<file path="config.mk">
export PLATFORM = sky130hd
export DESIGN_NAME = tod_ctrl
export DESIGN_NICKNAME = d
export VERILOG_FILES = /design/src/rtl/tod_ctrl.sv
export SDC_FILE = /design/constraint.sdc
export NUM_CORES = 1
export LEC_CHECK = 0
export CAP_MARGIN = 10
export CORE_MARGIN = 2
export CORE_UTILIZATION = 45
export DETAILED_ROUTE_END_ITERATION = 8
export PLACE_DENSITY = 0.76
export SYNTH_ARGS = -nofsm -noshare
export SYNTH_HDL_FRONTEND = slang
export SYNTH_SLANG_ARGS = --single-unit
export TNS_END_PERCENT = 30
</file>
<file path="constraint.sdc">
create_clock -name clk -period 4.1 [get_ports clk]
set_clock_uncertainty 0.2 [all_clocks]
set_input_delay 0.615 -clock clk [delete_from_list [all_inputs] [get_ports clk]]
set_output_delay 0.615 -clock clk [all_outputs]
set_load 0.005 [all_outputs]
</file>
<file path="src/rtl/tod_ctrl.sv">
// Request sequencer for tod_core: fixed-priority init > step > slew arbitration into set pulses and per-cycle increment.
// Latency: pulse/data 1 cycle after accept, 3-cycle minimum init/step spacing; backpressure: ready low outside IDLE, slew also while a slew runs.
module tod_ctrl #(
    parameter int TIME_WIDTH_SUB_NS = 7,
    parameter int TIME_WIDTH_NS     = 32,
    parameter int TIME_WIDTH_SEC    = 32,
    parameter int SLEW_CNT_WIDTH    = 16
) (
    input  logic                         clk,
    input  logic                         rst_n,
    input  logic [TIME_WIDTH_SUB_NS-1:0] nom_incr_sub_ns,
    input  logic [TIME_WIDTH_NS-1:0]     nom_incr_ns,
    input  logic                         init_req_valid,
    output logic                         init_req_ready,
    input  logic [TIME_WIDTH_SUB_NS-1:0] init_req_sub_ns,
    input  logic [TIME_WIDTH_NS-1:0]     init_req_ns,
    input  logic [TIME_WIDTH_SEC-1:0]    init_req_sec,
    input  logic                         step_req_valid,
    output logic                         step_req_ready,
    input  logic                         step_req_plus,
    input  logic [TIME_WIDTH_SUB_NS-1:0] step_req_sub_ns,
    input  logic [TIME_WIDTH_NS-1:0]     step_req_ns,
    input  logic                         slew_req_valid,
    output logic                         slew_req_ready,
    input  logic                         slew_req_plus,
    input  logic [TIME_WIDTH_SUB_NS-1:0] slew_req_delta_sub_ns,
    input  logic [TIME_WIDTH_NS-1:0]     slew_req_delta_ns,
    input  logic [SLEW_CNT_WIDTH-1:0]    slew_req_cycles,
    output logic                         set_init_time,
    output logic                         set_offset_time,
    output logic                         plus_offset_time,
    output logic [TIME_WIDTH_SUB_NS-1:0] init_time_sub_ns,
    output logic [TIME_WIDTH_NS-1:0]     init_time_ns,
    output logic [TIME_WIDTH_SEC-1:0]    init_time_sec,
    output logic [TIME_WIDTH_SUB_NS-1:0] offset_time_sub_ns,
    output logic [TIME_WIDTH_NS-1:0]     offset_time_ns,
    output logic [TIME_WIDTH_SUB_NS-1:0] incr_time_sub_ns,
    output logic [TIME_WIDTH_NS-1:0]     incr_time_ns,
    output logic                         slew_active,
    output logic                         slew_done,
    output logic                         busy
);
    localparam int IW = TIME_WIDTH_NS + TIME_WIDTH_SUB_NS;

    typedef enum logic [1:0] {IDLE, INIT_PULSE, STEP_PULSE, GUARD} state_t;

    typedef struct packed {
        logic          plus;
        logic [IW-1:0] delta;
    } slew_cfg_t;

    state_t                    state;
    slew_cfg_t                 slew_cfg;
    logic [SLEW_CNT_WIDTH-1:0] slew_cnt;
    logic                      slew_run;
    logic                      slew_active_nxt;
    logic                      idle;
    logic                      init_acc;
    logic                      step_acc;
    logic                      slew_acc;
    logic [IW-1:0]             nom_incr;
    logic [IW:0]               plus_sum;
    logic [IW-1:0]             plus_sat;
    logic [IW-1:0]             minus_sat;
    logic [IW-1:0]             incr_nxt;

    assign idle           = (state == IDLE);
    assign init_req_ready = idle;
    assign step_req_ready = idle && !init_req_valid;
    assign slew_req_ready = idle && !slew_active && !init_req_valid && !step_req_valid;

    assign init_acc = init_req_valid && init_req_ready;
    assign step_acc = step_req_valid && step_req_ready;
    assign slew_acc = slew_req_valid && slew_req_ready;

    assign busy = !idle || slew_active;

    always_ff @(posedge clk or negedge rst_n) begin
        if (!rst_n) begin
            state              <= IDLE;
            set_init_time      <= 1'b0;
            set_offset_time    <= 1'b0;
            plus_offset_time   <= 1'b0;
            init_time_sub_ns   <= '0;
            init_time_ns       <= '0;
            init_time_sec      <= '0;
            offset_time_sub_ns <= '0;
            offset_time_ns     <= '0;
        end else begin
            set_init_time   <= 1'b0;
            set_offset_time <= 1'b0;
            case (state)
                IDLE: begin
                    if (init_acc) begin
                        state            <= INIT_PULSE;
                        set_init_time    <= 1'b1;
                        init_time_sub_ns <= init_req_sub_ns;
                        init_time_ns     <= init_req_ns;
                        init_time_sec    <= init_req_sec;
                    end else if (step_acc) begin
                        state              <= STEP_PULSE;
                        set_offset_time    <= 1'b1;
                        plus_offset_time   <= step_req_plus;
                        offset_time_sub_ns <= step_req_sub_ns;
                        offset_time_ns     <= step_req_ns;
                    end
                end
                INIT_PULSE, STEP_PULSE: state <= GUARD;
                default:                state <= IDLE;
            endcase
        end
    end

    // The adjusted increment tracks the live nominal value so a nominal change mid-slew still lands one cycle later.
    always_comb begin
        nom_incr        = {nom_incr_ns, nom_incr_sub_ns};
        plus_sum        = {1'b0, nom_incr} + {1'b0, slew_cfg.delta};
        plus_sat        = plus_sum[IW] ? {IW{1'b1}} : plus_sum[IW-1:0];
        minus_sat       = (nom_incr >= slew_cfg.delta) ? (nom_incr - slew_cfg.delta) : '0;
        slew_active_nxt = 1'b0;
        if (!init_acc && !slew_acc && slew_run) begin
            slew_active_nxt = (slew_cnt != '0);
        end
        incr_nxt = nom_incr;
        if (slew_active_nxt) begin
            incr_nxt = slew_cfg.plus ? plus_sat : minus_sat;
        end
    end

    // slew_run spans the accept-to-done window; the cycle with a zero count ends it and raises slew_done.
    always_ff @(posedge clk or negedge rst_n) begin
        if (!rst_n) begin
            slew_cnt         <= '0;
            slew_run         <= 1'b0;
            slew_cfg         <= '0;
            slew_active      <= 1'b0;
            slew_done        <= 1'b0;
            incr_time_ns     <= '0;
            incr_time_sub_ns <= '0;
        end else begin
            slew_done                        <= 1'b0;
            slew_active                      <= slew_active_nxt;
            {incr_time_ns, incr_time_sub_ns} <= incr_nxt;
            if (init_acc) begin
                slew_cnt <= '0;
                slew_run <= 1'b0;
            end else if (slew_acc) begin
                slew_cnt       <= slew_req_cycles;
                slew_run       <= 1'b1;
                slew_cfg.plus  <= slew_req_plus;
                slew_cfg.delta <= {slew_req_delta_ns, slew_req_delta_sub_ns};
            end else if (slew_run) begin
                if (slew_cnt != '0) begin
                    slew_cnt <= slew_cnt - SLEW_CNT_WIDTH'(1);
                end else begin
                    slew_run  <= 1'b0;
                    slew_done <= 1'b1;
                end
            end
        end
    end
endmodule

</file>
==> flow_summary_export.csv, run 1 <==
group,metric,value,unit
detailed_routing,route.antenna.remaining_nets,0,
worst_setup_path,rr_worst_depth,14,
global_routing,antenna_found_initial,4,
power,p_sw,6421,uW
outcome,status,"finished, final reports clean",
global_routing,grt-busiest-layer,"met2",
timing,setup_ws,195.2,ps
placed_design,place_congestion,0.9414,
synthesis,synth.top_cell.area_share,40.10,%
die,io_pins,369,
worst_setup_path,r2r-start,"slew_cfg[0]$_DFFE_PN0P_",
power,internal-power,8835,uW
final_layout,drive_gt1_share,12.49,%
timing,slew_violations,0,
worst_setup_path,cp_max_fo,4,
worst_setup_path,crit_required,4330,ps
placed_design,dp_cells,2381,
timing,worst_pin_slew,976.6,ps
min_path,holdPathStages,2,
synthesis,yosys.area.top_type,"dfrtp_1",
global_routing,met1_usage,40.80,%
global_routing,grt.total_usage,29.18,%
synthesis,yosysSeqAreaShare,40.10,%
power,comb_power_share,62.6,%
global_routing,grtUsageMet2,47.88,%
synthesis,avgSynthCellArea,8.477,um^2
detailed_routing,drcViolationCount,0,
detailed_routing,via_per_inst,5.482,
global_routing,use_met3,3.874,%
global_routing,grt_pass1_vias,13180,
min_path,hp-class,"register to register",
detailed_routing,drt_iter0_markers,1082,
synthesis,netlist_instances,1568,
detailed_routing,wl,46450,um
placed_design,io_buffers,368,
final_layout,fin_area,18970,um^2
die,core-area,28860,um^2
synthesis,synthArstFlopShare,100.0,%
clock_network,clock_path_buffers,3,
clock_network,cts-root-buf,"clkbuf_16",
placed_design,postPlaceCellArea,18210,um^2
detailed_routing,first_pass_iters,5,
worst_setup_path,reg2reg_slack,390,ps
detailed_routing,num_vias,13320,
clock_network,clk_latency,550,ps
timing,finalSetupViolCount,0,
final_layout,final_cell_mix,"clkdlybuf4s50_1, nand2_1, dfrtp_1",
power,peakVddDrop,377.2,uV
clock_network,cts_made_buffers,25,
final_layout,final_common_cell,"clkdlybuf4s50_1",
timing,rsz0062_at_grt,"no",
job,maxCapViolCount,0,
power,power_frac_seq,23.8,%
power,pwr-share-clk,13.6,%
detailed_routing,wire_per_inst,19.12,um
worst_setup_path,worstPathArrival,4140,ps
die,die_w,175.9,um
worst_setup_path,crit_path_end_kind,"register",
power,power_switching_share,42.09,%
worst_setup_path,critPathLaunchType,"input port",
global_routing,grt_pass1_wl,71920,um
final_layout,layoutNonFillerInstCount,2429,
clock_network,cts.clk_slew.worst_paths,60,ps
clock_network,clkSinkCount,213,
timing,finalHoldViolCount,0,
die,die_h,175.9,um
timing,finalCriticalPeriod,3905,ps
synthesis,synth_nets,1862,
timing,fmax,256.1,MHz
clock_network,post-cts-setup-buffers,0,
synthesis,synth_ff_type,"dfrtp_1",
timing,holdWs,272.5,ps
timing,tns,0,ps
die,initial_utilization,46.06,%
placed_design,hpwl,35350,um
placed_design,place_ws,-340.9,ps
die,dieArea,30930,um^2
global_routing,gr-total-overflow,0,
die,rows,62,
min_path,min_from,"init_time_sec[30]$_DFFE_PN0P_",
min_path,whs_endpoint,"init_time_sec[30]$_DFFE_PN0P_",
clock_network,cts_tree,"yes",
synthesis,yosys_warnings,0,
timing,period_share,95.24,%
worst_setup_path,worstReg2RegEnd,"incr_time_ns[25]$_DFF_PN0_",
power,power_density,804.1,nW/um^2
clock_network,htreeDepth,1,
synthesis,synth.distinct_cells,86,
worst_setup_path,critPathKind,"input port to register",
timing,maxSlewHeadroom,34.82,%
synthesis,synth_area_leaders,"dfrtp_1, nand2_1, ha_1",
global_routing,grt_max_degree,107,
final_layout,synthToLayoutAreaGrowth,42.74,%
power,p_leak,0.008495,uW
synthesis,syn-cell-area,13290,um^2
synthesis,synth_edf_count,0,
synthesis,ys_seq_elements,213,
final_layout,fin_nets,2319,
final cells by class:
cell class,count,area (um^2)
Tap cell,384,480.5
Clock buffer,40,711.9
Timing Repair Buffer,523,4892
Sequential cell,213,5330
Inverter,83,311.5
Antenna cell,4,10.01
Multi-Input combinational cell,1179,7206
Clock inverter,3,30.03
Fill cell,2453,9886
power by group through the flow:
stage	sequential (uW)	clock [uW]	combinational [uW]
floorplan	3650	0	4980
global placement	3610	0	9270
detailed placement	3650	0	9390
CTS	3630	2110	9460
global route	3750	2210	10400
finish	3630	2070	9550
synth_stat cells, drive strengths merged, types with 6 or more instances:
cell / instances
nand4: 9
nor2: 98
nand2b: 18
inv: 81
o21a: 9
clkbuf: 58
ha: 81
a21boi: 6
a31oi: 18
o22ai: 7
nor2b: 17
nor3b: 8
o21ai: 125
mux2: 40
or3: 8
nor4: 12
xnor2: 24
a21oi: 118
dfrtp: 213
o21bai: 14
a211oi: 6
mux2i: 7
nand3: 23
a21o: 18
o31ai: 26
and2: 11
o211ai: 8
buf: 35
nor3: 24
o311ai: 10
nand2: 341
flip-flops by register name (all words and copies together), names as in the netlist, 2 cells and up:
| register | count |
|---|---|
| state | 2 |
| incr_time_sub_ns | 7 |
| init_time_ns | 32 |
| slew_cnt | 16 |
| offset_time_sub_ns | 7 |
| slew_cfg | 40 |
| init_time_sec | 32 |
| incr_time_ns | 32 |
| init_time_sub_ns | 7 |
| offset_time_ns | 32 |
worst max-delay path, stage by stage:
cell and delay [ps]:
clkdlybuf4s50_1 490, ha_1 280, fa_1 390, nor2b_1 160
o21ai_1 190, a21oi_1 170, a2111oi_1 430, buf_4 200
nor3_1 60, o32ai_1 340, buf_4 190, o211ai_1 110
xnor2_1 170, a21oi_1 80, a221o_1 260
stage by stage:
stage | util [%] | power [uW]
final | 65.74 | 15260
after global routing | 65.74 | 16330
after CTS | 65.71 | 15210
after detailed placement | 63.10 | 13040
after global placement | 63.10 | 12870
after floorplan | - | 8627
cell families (layout without fill, tap and decap cells):
logic type      Yosys count  after routing  share of synthesized area [%]
simple gates            587            587                          19.20
compound gates          433            433                          21.17
flops                   213            213                          40.10
buf+inv                 176            649                          5.771
fa+ha+maj                83             83                          7.926
mux                      47             47                          3.916
xor+xnor                 29             29                          1.911
other cells               0              4                              0
routing by layer:
metal,vias to the layer above,part of all wire (%)
met4,0,2.2
met1,6375,44
met3,66,6.9
met2,529,47
li1,6346,-
met5,-,0
timing repair:
action / in CTS / in global routing
hold buffers: 1 / 0
resized for setup: 0 / 0
endpoints found under the hold margin: 103 / 0
worst max-delay path by stage:
stage | startpoint | end | slack, ps | cells past startpoint
final | nom_incr_sub_ns[0] | incr_time_ns[25]$_DFF_PN0_ | 200 | 15
after global routing | nom_incr_sub_ns[0] | incr_time_ns[25]$_DFF_PN0_ | 100 | 15
after CTS | nom_incr_sub_ns[0] | incr_time_ns[25]$_DFF_PN0_ | 230 | 15
after detailed placement | nom_incr_sub_ns[0] | incr_time_ns[25]$_DFF_PN0_ | -340 | 15
after global placement | nom_incr_sub_ns[0] | incr_time_ns[25]$_DFF_PN0_ | -200 | 15
after floorplan | nom_incr_sub_ns[0] | incr_time_ns[25]$_DFF_PN0_ | 640 | 12
Note: power is estimated with default switching activity, not from simulation.
==> run 2: changes to the inputs <==
Settings changed: CORE_UTILIZATION 45 to 49, PLACE_DENSITY 0.76 to 0.81.
==> run 2 against run 1 <==
  * The flow now finishes with violations (hold timing)
  * Setup slack improved by 98 ps
  * Maximum frequency rose by 2.6%
  * First-iteration DRC count fell by 0.18%
  * Via count rose by 3.5%
  * Largest power group unchanged
==> flow_summary_export.csv, run 2 (same netlist as run 1, synthesis figures left out) <==
group,metric,value,unit
worst_setup_path,worstReg2RegEnd,"incr_time_ns[30]$_DFF_PN0_",
global_routing,antenna_found_initial,1,
clock_network,cts_made_buffers,24,
placed_design,io_buffers,368,
placed_design,hpwl,37150,um
final_layout,fin_nets,2341,
clock_network,cts-root-buf,"clkbuf_16",
timing,rsz0062_at_grt,"no",
worst_setup_path,r2r-start,"slew_cfg[1]$_DFFE_PN0P_",
detailed_routing,drcViolationCount,0,
global_routing,gr-total-overflow,0,
outcome,violations,"hold timing",
clock_network,clk_latency,520,ps
global_routing,grt_pass1_wl,76730,um
timing,period_share,92.85,%
global_routing,grt_max_degree,116,
die,die_w,168.7,um
worst_setup_path,critPathLaunchType,"input port",
worst_setup_path,crit_path_end_kind,"register",
final_layout,drive_gt1_share,13.96,%
timing,holdWs,-8.437,ps
clock_network,cts.clk_slew.worst_paths,60,ps
timing,slew_violations,0,
global_routing,grt.total_usage,33.82,%
placed_design,place_congestion,0.9584,
power,p_total,15780,uW
clock_network,clkSinkCount,213,
clock_network,cts_hold_buffers,0,
placed_design,dp_cells,2362,
clock_network,htreeDepth,1,
worst_setup_path,critPathKind,"input port to register",
final_layout,final_common_cell,"clkdlybuf4s50_1",
power,peakVddDrop,507.6,uV
final_layout,largest_reg_flops,40,
worst_setup_path,rr_worst_depth,12,
worst_setup_path,cp_max_fo,10,
die,io_pins,369,
final_layout,layoutNonFillerInstCount,2405,
outcome,status,"finished with violations",
clock_network,cts_tree,"yes",
detailed_routing,first_pass_iters,5,
timing,fmax,262.7,MHz
detailed_routing,drt_iter0_markers,1080,
min_path,hp-class,"input port to asynchronous set/reset pin",
power,power_density,823.8,nW/um^2
worst_setup_path,crit_required,4290,ps
final_layout,top_register,"slew_cfg",
die,rows,60,
job,maxCapViolCount,0,
die,initial_utilization,49.59,%
global_routing,grt_pass1_vias,13960,
die,die_h,168.7,um
timing,finalCriticalPeriod,3807,ps
detailed_routing,route.antenna.remaining_nets,0,
worst_setup_path,reg2reg_slack,420,ps
power,p_leak,0.008652,uW
final_layout,n_fill_cell,2008,
die,dieArea,28460,um^2
die,core-area,26800,um^2
detailed_routing,via_per_inst,5.728,
detailed_routing,wl,49090,um
timing,maxSlewHeadroom,34.87,%
clock_network,post-cts-setup-buffers,0,
detailed_routing,num_vias,13780,
timing,finalSetupViolCount,0,
worst_setup_path,worstPathArrival,3990,ps
final_layout,synthToLayoutAreaGrowth,44.10,%
clock_network,cts_resized,0,
timing,finalHoldViolCount,5,
final_layout,final_cell_mix,"clkdlybuf4s50_1, nand2_1, dfrtp_1",
clock_network,clock_path_buffers,3,
detailed_routing,wire_per_inst,20.41,um
timing,worst_pin_slew,977.0,ps
run 2: cell count changes in the layout (fill, tap and decap cells not counted), moves of 2 or more:
cell,previous run,this run
clkinv_2,2,5
clkbuf_1,12,3
diode_2,4,1
bufinv_16,0,4
clkinvlp_4,0,2
buf_4,151,177
buf_12,3,1
run 2: worst max-delay path by stage:
stage	slack (ps)	end	cells past startpoint	from
6_report	290	incr_time_sub_ns[3]$_DFF_PN0_	14	nom_incr_ns[5]
5_1_grt	70	incr_time_ns[25]$_DFF_PN0_	15	nom_incr_sub_ns[0]
4_1_cts	380	incr_time_ns[16]$_DFF_PN0_	14	nom_incr_sub_ns[4]
3_5_place_dp	-140	incr_time_ns[16]$_DFF_PN0_	14	nom_incr_sub_ns[4]
3_3_place_gp	-150	incr_time_ns[16]$_DFF_PN0_	14	nom_incr_sub_ns[4]
2_1_floorplan	640	incr_time_ns[25]$_DFF_PN0_	12	nom_incr_sub_ns[0]
run 2: stage by stage:
step / TNS, ps / util, % / instance area [um^2] / setup slack, ps / hold WS, ps
after floorplan: 0 / - / 13290 / 636.1 / 119.4
after global placement: -505.7 / 68.33 / 18310 / -146.7 / 256.7
after detailed placement: -2125 / 68.33 / 18310 / -142.5 / 262.5
after CTS: 0 / 71.46 / 19150 / 376.9 / 12.87
after global routing: 0 / 71.46 / 19150 / 67.19 / 66.55
final: 0 / 71.47 / 19150 / 293.2 / -8.437
run 2: area by class of cell:
class                           count  area [um^2]  area share (%)
Sequential cell                   213         5330           27.83
Inverter                           83        311.5           1.627
Timing Repair Buffer              546         5037           26.30
Tap cell                          341        426.7           2.228
Clock inverter                     11        160.2          0.8362
Antenna cell                        1        2.502         0.01307
Multi-Input combinational cell   1179         7207           37.63
Clock buffer                       31        678.2           3.541
run 2: metal layers:
layer | wire, um | global-route usage [%] | up-vias
met5 | 0 | 0 | -
met4 | 1770 | 10.42 | 0
met3 | 3898 | 6.804 | 130
met2 | 22770 | 55.68 | 623
met1 | 20660 | 45.13 | 6632
li1 | - | - | 6391
run 2: power breakdown:
| group | internal (uW) | total (uW) | switching, uW |
|---|---|---|---|
| combinational | 4640 | 9770 | 5130 |
| sequential | 3100 | 3700 | 608 |
| clock | 1410 | 2310 | 897 |
run 2: critical path: stages:
cell	delay (ps)
clkdlybuf4s50_1	480
ha_1	350
buf_4	170
nor2b_1	50
o21ai_0	190
o211ai_1	160
a21oi_1	280
o31ai_4	170
a41o_4	270
o31ai_2	410
nor2_1	130
nor2_1	370
buf_4	260
a21oi_1	80
==> variant 1, RTL diff (settings of run 1) <==
Change the parameter `TIME_WIDTH_SEC` from 32 to 48.
--- a/src/rtl/tod_ctrl.sv
+++ b/src/rtl/tod_ctrl.sv
@@ -3,7 +3,7 @@
 module tod_ctrl #(
     parameter int TIME_WIDTH_SUB_NS = 7,
     parameter int TIME_WIDTH_NS     = 32,
-    parameter int TIME_WIDTH_SEC    = 32,
+    parameter int TIME_WIDTH_SEC    = 48,
     parameter int SLEW_CNT_WIDTH    = 16
 ) (
     input  logic                         clk,
Ports: changed (resized init_req_sec and init_time_sec); port bits go from 369 to 401. No check against the original RTL was run, so the function may have changed too.
==> variant 1 against run 1 <==
Sequential cell count increased by 16. Wire length increased by 6.3%. Worst setup slack got worse by 82 ps. Cell area increased by 7.0%. Total power increased by 7.9%. Register-to-register slack got worse by 120 ps. Synthesized area increased by 4.5%. Clock power increased by 20%. Critical path depth decreased by 2. Worst hold slack improved by 0.60 ps. Global-route usage increased by 0.47 points.
==> variant 1: results (changes against run 1) <==
Peak supply drop 471 uV (was 377 uV); maximum single-stage delay on the critical path 570 ps (was 490 ps); average via count per standard cell 5.44 (was 5.48); share of final-layout standard cells stronger than drive strength 1 13.8% (was 12.5%); Port-buffer cells 400 (was 368); detailed placement HPWL 37.4 mm (was 35.4 mm); total global-route track usage 29.6% (was 29.2%); clock latency on the worst-skew pair 530 ps (was 550 ps); post-synthesis adder-cell area fraction 7.58% (was 7.93%); maximum fanout count along the critical path 8 (was 4); multiplexer fraction of the synthesized cell area 3.75% (was 3.92%); largest cells by area after synthesis dfrtp_1, nand2_1, ha_1, o21ai_0, a21oi_1 (unchanged); list of most frequent post-synthesis cells nand2_1, dfrtp_1, o21ai_0, a21oi_1, nor2_1 (unchanged); cells on worst reg2reg path 12 (was 14); layout net count 2,463 (was 2,319); sequential share of the synthesized area 41.3% (was 40.1%); number of distinct library cell variants in the gate-level netlist after synthesis 85 (was 86); Static Leakage 9.20 nW (was 8.50 nW); maximum number of pins on one net before global-route repair 93 (was 107); detailed router's first-iteration violation count 1,125 (was 1,082); xor-xnor portion of the synthesized cell area 1.83% (was 1.91%); Synth Warn # 0 (unchanged); placed instance area 19,400 um^2 (was 18,200 um^2); via count of the first global-routing pass 14.0k (was 13.2k); Synth Net Count 1,945 (was 1,862); Num CTS Buffers 27 (was 25); WL/cell 19.2 um (was 19.1 um); transition at the pin with the smallest max-transition slack 976 ps (was 977 ps); CP Data Arrival Time 4190 ps (was 4140 ps); number of antenna violations at the first check in global routing 5 (was 4); compound-gate portion of the synthesized area 20.3% (was 21.2%); global placement routability congestion 0.964 (was 0.941); sw frac 41.1% (was 42.1%); first-pass GRT wire length 77.3 mm (was 71.9 mm); outcome finished clean (unchanged)
[variant 1: layout make-up]
cell class	instances	area, um^2
fillers	2471	10200
multi-input cells	1227	7390
flip-flops and latches	229	5730
repair buffers	585	5440
clock buffers	39	791
well taps	396	495
inverters	83	312
clock inverters	10	133
diodes	3	7.51
[variant 1: timing repair]
item,4_1_cts,5_1_grt
endpoints found under the hold margin,81,0
setup buffers,0,0
gates resized for setup,0,1
hold buffers,1,0
setup endpoints to repair,0,1
[variant 1: stage by stage]
step | hold WS, ps | instances | worst slack (ps)
6_report | 273 | 2572 | 113
3_3_place_gp | 257 | 2519 | -359
5_1_grt | 294 | 2572 | 28.0
2_1_floorplan | 119 | 1635 | 636
3_5_place_dp | 261 | 2519 | -333
4_1_cts | 276 | 2569 | 210
[variant 1: power by group through the flow]
stage / clock network, mW / logic [mW] / registers (mW)
4_1_cts: 2.54 / 9.95 / 3.91
3_5_place_dp: 0 / 9.86 / 3.92
3_3_place_gp: 0 / 9.74 / 3.88
5_1_grt: 2.64 / 10.9 / 4.04
2_1_floorplan: 0 / 5.08 / 3.92
6_report: 2.49 / 10.0 / 3.91
[variant 1: path summary, 6_finish.rpt]
kind / from / end / slack (ps)
max reg2reg: slew_cfg[1] / incr_time_sub_ns[2] / 270
min reg2reg: init_time_sec[34] / init_time_sec[34] / 270
min: init_time_sec[34] / init_time_sec[34] / 270
min in group asynchronous: rst_n / incr_time_ns[6] / 480
max in group asynchronous: rst_n / init_time_sec[2] / 2270
max: nom_incr_sub_ns[2] / incr_time_sub_ns[2] / 110
[variant 1: cell families after synthesis]
family	count (synthesis)
AO/OA/AOI/OAI	433
XOR/XNOR	29
adder cells (fa/ha/maj)	83
buffers and inverters	179
flip-flops	229
multiplexers	47
AND/OR/NAND/NOR	635
[variant 1: metal layers]
layer / track usage, % / part of all wire (%) / up-vias / routed length [um]
met4: 10.0 / 3.5 / 4 / 1750
met2: 48.4 / 47 / 531 / 23000
li1: - / - / 6678 / -
met5: 0 / 0.051 / - / 25
met1: 39.4 / 43 / 6670 / 21200
met3: 6.02 / 6.9 / 107 / 3390
[variant 1: worst reg2reg max path, delay by kind of cell (launching register included)]
family | cells | cell delay [ps]
simple gates | 2 | 410
compound gates | 7 | 1940
flops | 1 | 440
buf+inv | 2 | 400
fa+ha+maj | 1 | 310
==> variant 2, RTL diff (settings of run 1) <==
Without the edit above. Encoding of `state_t`: now one-hot (4 bits for 4 states).
--- a/src/rtl/tod_ctrl.sv
+++ b/src/rtl/tod_ctrl.sv
@@ -42,7 +42,7 @@
 );
     localparam int IW = TIME_WIDTH_NS + TIME_WIDTH_SUB_NS;
 
-    typedef enum logic [1:0] {IDLE, INIT_PULSE, STEP_PULSE, GUARD} state_t;
+    typedef enum logic [3:0] {IDLE = 4'b0001, INIT_PULSE = 4'b0010, STEP_PULSE = 4'b0100, GUARD = 4'b1000} state_t;
 
     typedef struct packed {
         logic          plus;
Function: no difference found for any inputs over 4 cycles, from zero or initial values and one cycle with rst_n low; so few cycles prove little.
==> variant 2 against run 1 <==
Worst setup slack got worse by 48 ps. Maximum frequency decreased by 1.2%. Wire length increased by 2.8%. Sequential cell count increased by 2. Worst hold slack got worse by 4.8 ps. Total power increased by 3.8%. Cell area increased by 3.0%. Synthesized area decreased by 0.24%. Critical path type unchanged. Largest power group unchanged. Highest routed layer is now met5.
==> variant 2: results (changes against run 1) <==
outcome finished clean (unchanged); P&R area growth vs syn 47.4% (was 42.7%); list of most frequent post-synthesis cells dfrtp_1, nand2_1, a21oi_1, mux2_2, o21ai_0 (was nand2_1, dfrtp_1, o21ai_0, a21oi_1, nor2_1); gate family responsible for the most delay along the worst path simple AND/OR/NAND/NOR gates (was compound AO/OA/AOI/OAI gates); number of filler cells placed in the layout 2,314 (was 2,453); worst rel slew slack 34.6% (was 34.8%); Post-Layout Cell Count 2,372 (was 2,429); total global-route track usage 30.3% (was 29.2%); number of placed cells counting well taps 2,329 (was 2,381); highest-delay cell along the critical path or4_4 (was clkdlybuf4s50_1); internal power summed over all cells 9.44 mW (was 8.83 mW); layout net count 2,265 (was 2,319); maximum fanout count along the critical path 3 (was 4); detailed router's first-iteration violation count 985 (was 1,082); CP Data Arrival Time 4150 ps (was 4140 ps); worst min-delay path startpoint state[3] (was init_time_sec[30]); number of detailed-routing iterations run before antenna repair 6 (was 5); average footprint of a synthesized cell 9.17 um^2 (was 8.48 um^2); largest cells by area after synthesis dfrtp_1, mux2_2, ha_1, a21oi_1, o21ai_0 (was dfrtp_1, nand2_1, ha_1, o21ai_0, a21oi_1); clock latency on the worst-skew pair 530 ps (was 550 ps); Synth Net Count 1,738 (was 1,862); via count 13.1k (was 13.3k); Worst Hold End state[3] (was init_time_sec[30]); launching point of the worst reg2reg path slew_cfg[24] (was slew_cfg[0]); Critical R2R Capture incr_time_ns[26] (was incr_time_ns[25]); maximum number of pins on one net before global-route repair 108 (was 107); number of instances on the worst hold path 1 (was 2); Peak supply drop 508 uV (was 377 uV); Static Leakage 8.55 nW (was 8.50 nW)
[variant 2: cell types whose count changed after synthesis, moves of 11 or more]
cell and change:
nand2_1 -200, o21ai_0 -13, o21ai_1 +26, a21o_1 +11, mux2_2 +71
[variant 2: logic make-up after synthesis]
logic type | count (synthesis) | share of synthesized area, %
compound gates | 442 | 21.4
simple gates | 398 | 14.1
flops | 215 | 40.6
buf+inv | 172 | 4.98
mux | 113 | 9.58
fa+ha+maj | 81 | 7.76
xor+xnor | 25 | 1.65
[variant 2: timing repair]
| action | 4_1_cts | 5_1_grt |
|---|---|---|
| resized for setup | 0 | 2 |
| hold buffers | 1 | 0 |
| hold endpoints to repair | 1 | 0 |
| setup endpoints to repair | 0 | 2 |
[variant 2: metal layers]
layer  up-vias  GRT usage, %  wire [um]
met2       473          50.4      22500
met5         -             0         12
met1      6333          41.7      21000
met4         2          8.54       1370
met3        85          3.83       2850
li1       6232             -          -
[variant 2: worst register-to-register path, delay by kind of cell (launching register included)]
kind                     cells  cell delay, ps
AO/OA/AOI/OAI                4             750
buffers and inverters        3             340
AND/OR/NAND/NOR              5            1570
multiplexers                 1             130
flip-flops                   1             350
adder cells (fa/ha/maj)      1             350
[variant 2: worst max-delay path by stage]
stage,slack (ps),depth (start not counted),start,to
final,150,14,nom_incr_ns[7],incr_time_ns[26]
after floorplan,520,11,nom_incr_ns[7],incr_time_ns[12]
after global placement,-330,14,nom_incr_sub_ns[1],incr_time_ns[30]
after detailed placement,-330,12,nom_incr_ns[8],incr_time_ns[29]
after CTS,220,12,nom_incr_ns[8],incr_time_ns[29]
after global routing,20,14,nom_incr_ns[7],incr_time_ns[26]
[variant 2: cell type report]
cell class	instances	share of cell area, %
antenna	1	0.0128
clock buffer	36	3.67
clock inverter	5	0.294
inverter	91	1.75
multi-input combinational	1059	37.0
sequential	215	27.5
tap	384	2.46
timing repair buffer	581	27.3
[variant 2: power groups by stage]
stage / logic [mW] / clock network, mW / registers [mW]
2_1_floorplan: 4.90 / 0 / 3.71
5_1_grt: 10.7 / 2.27 / 3.82
3_5_place_dp: 9.81 / 0 / 3.73
4_1_cts: 9.88 / 2.19 / 3.70
3_3_place_gp: 9.72 / 0 / 3.66
6_report: 9.98 / 2.15 / 3.71
[variant 2: stage by stage]
stage               cell area [um^2]  hold slack (ps)  util, %  worst slack, ps
floorplan                      13300              119        -              516
finish                         19500              268     67.7              147
detailed placement             18700              259     65.0             -333
global placement               18700              232     65.0             -330
global route                   19500              289     67.7             18.0
CTS                            19500              272     67.7              220
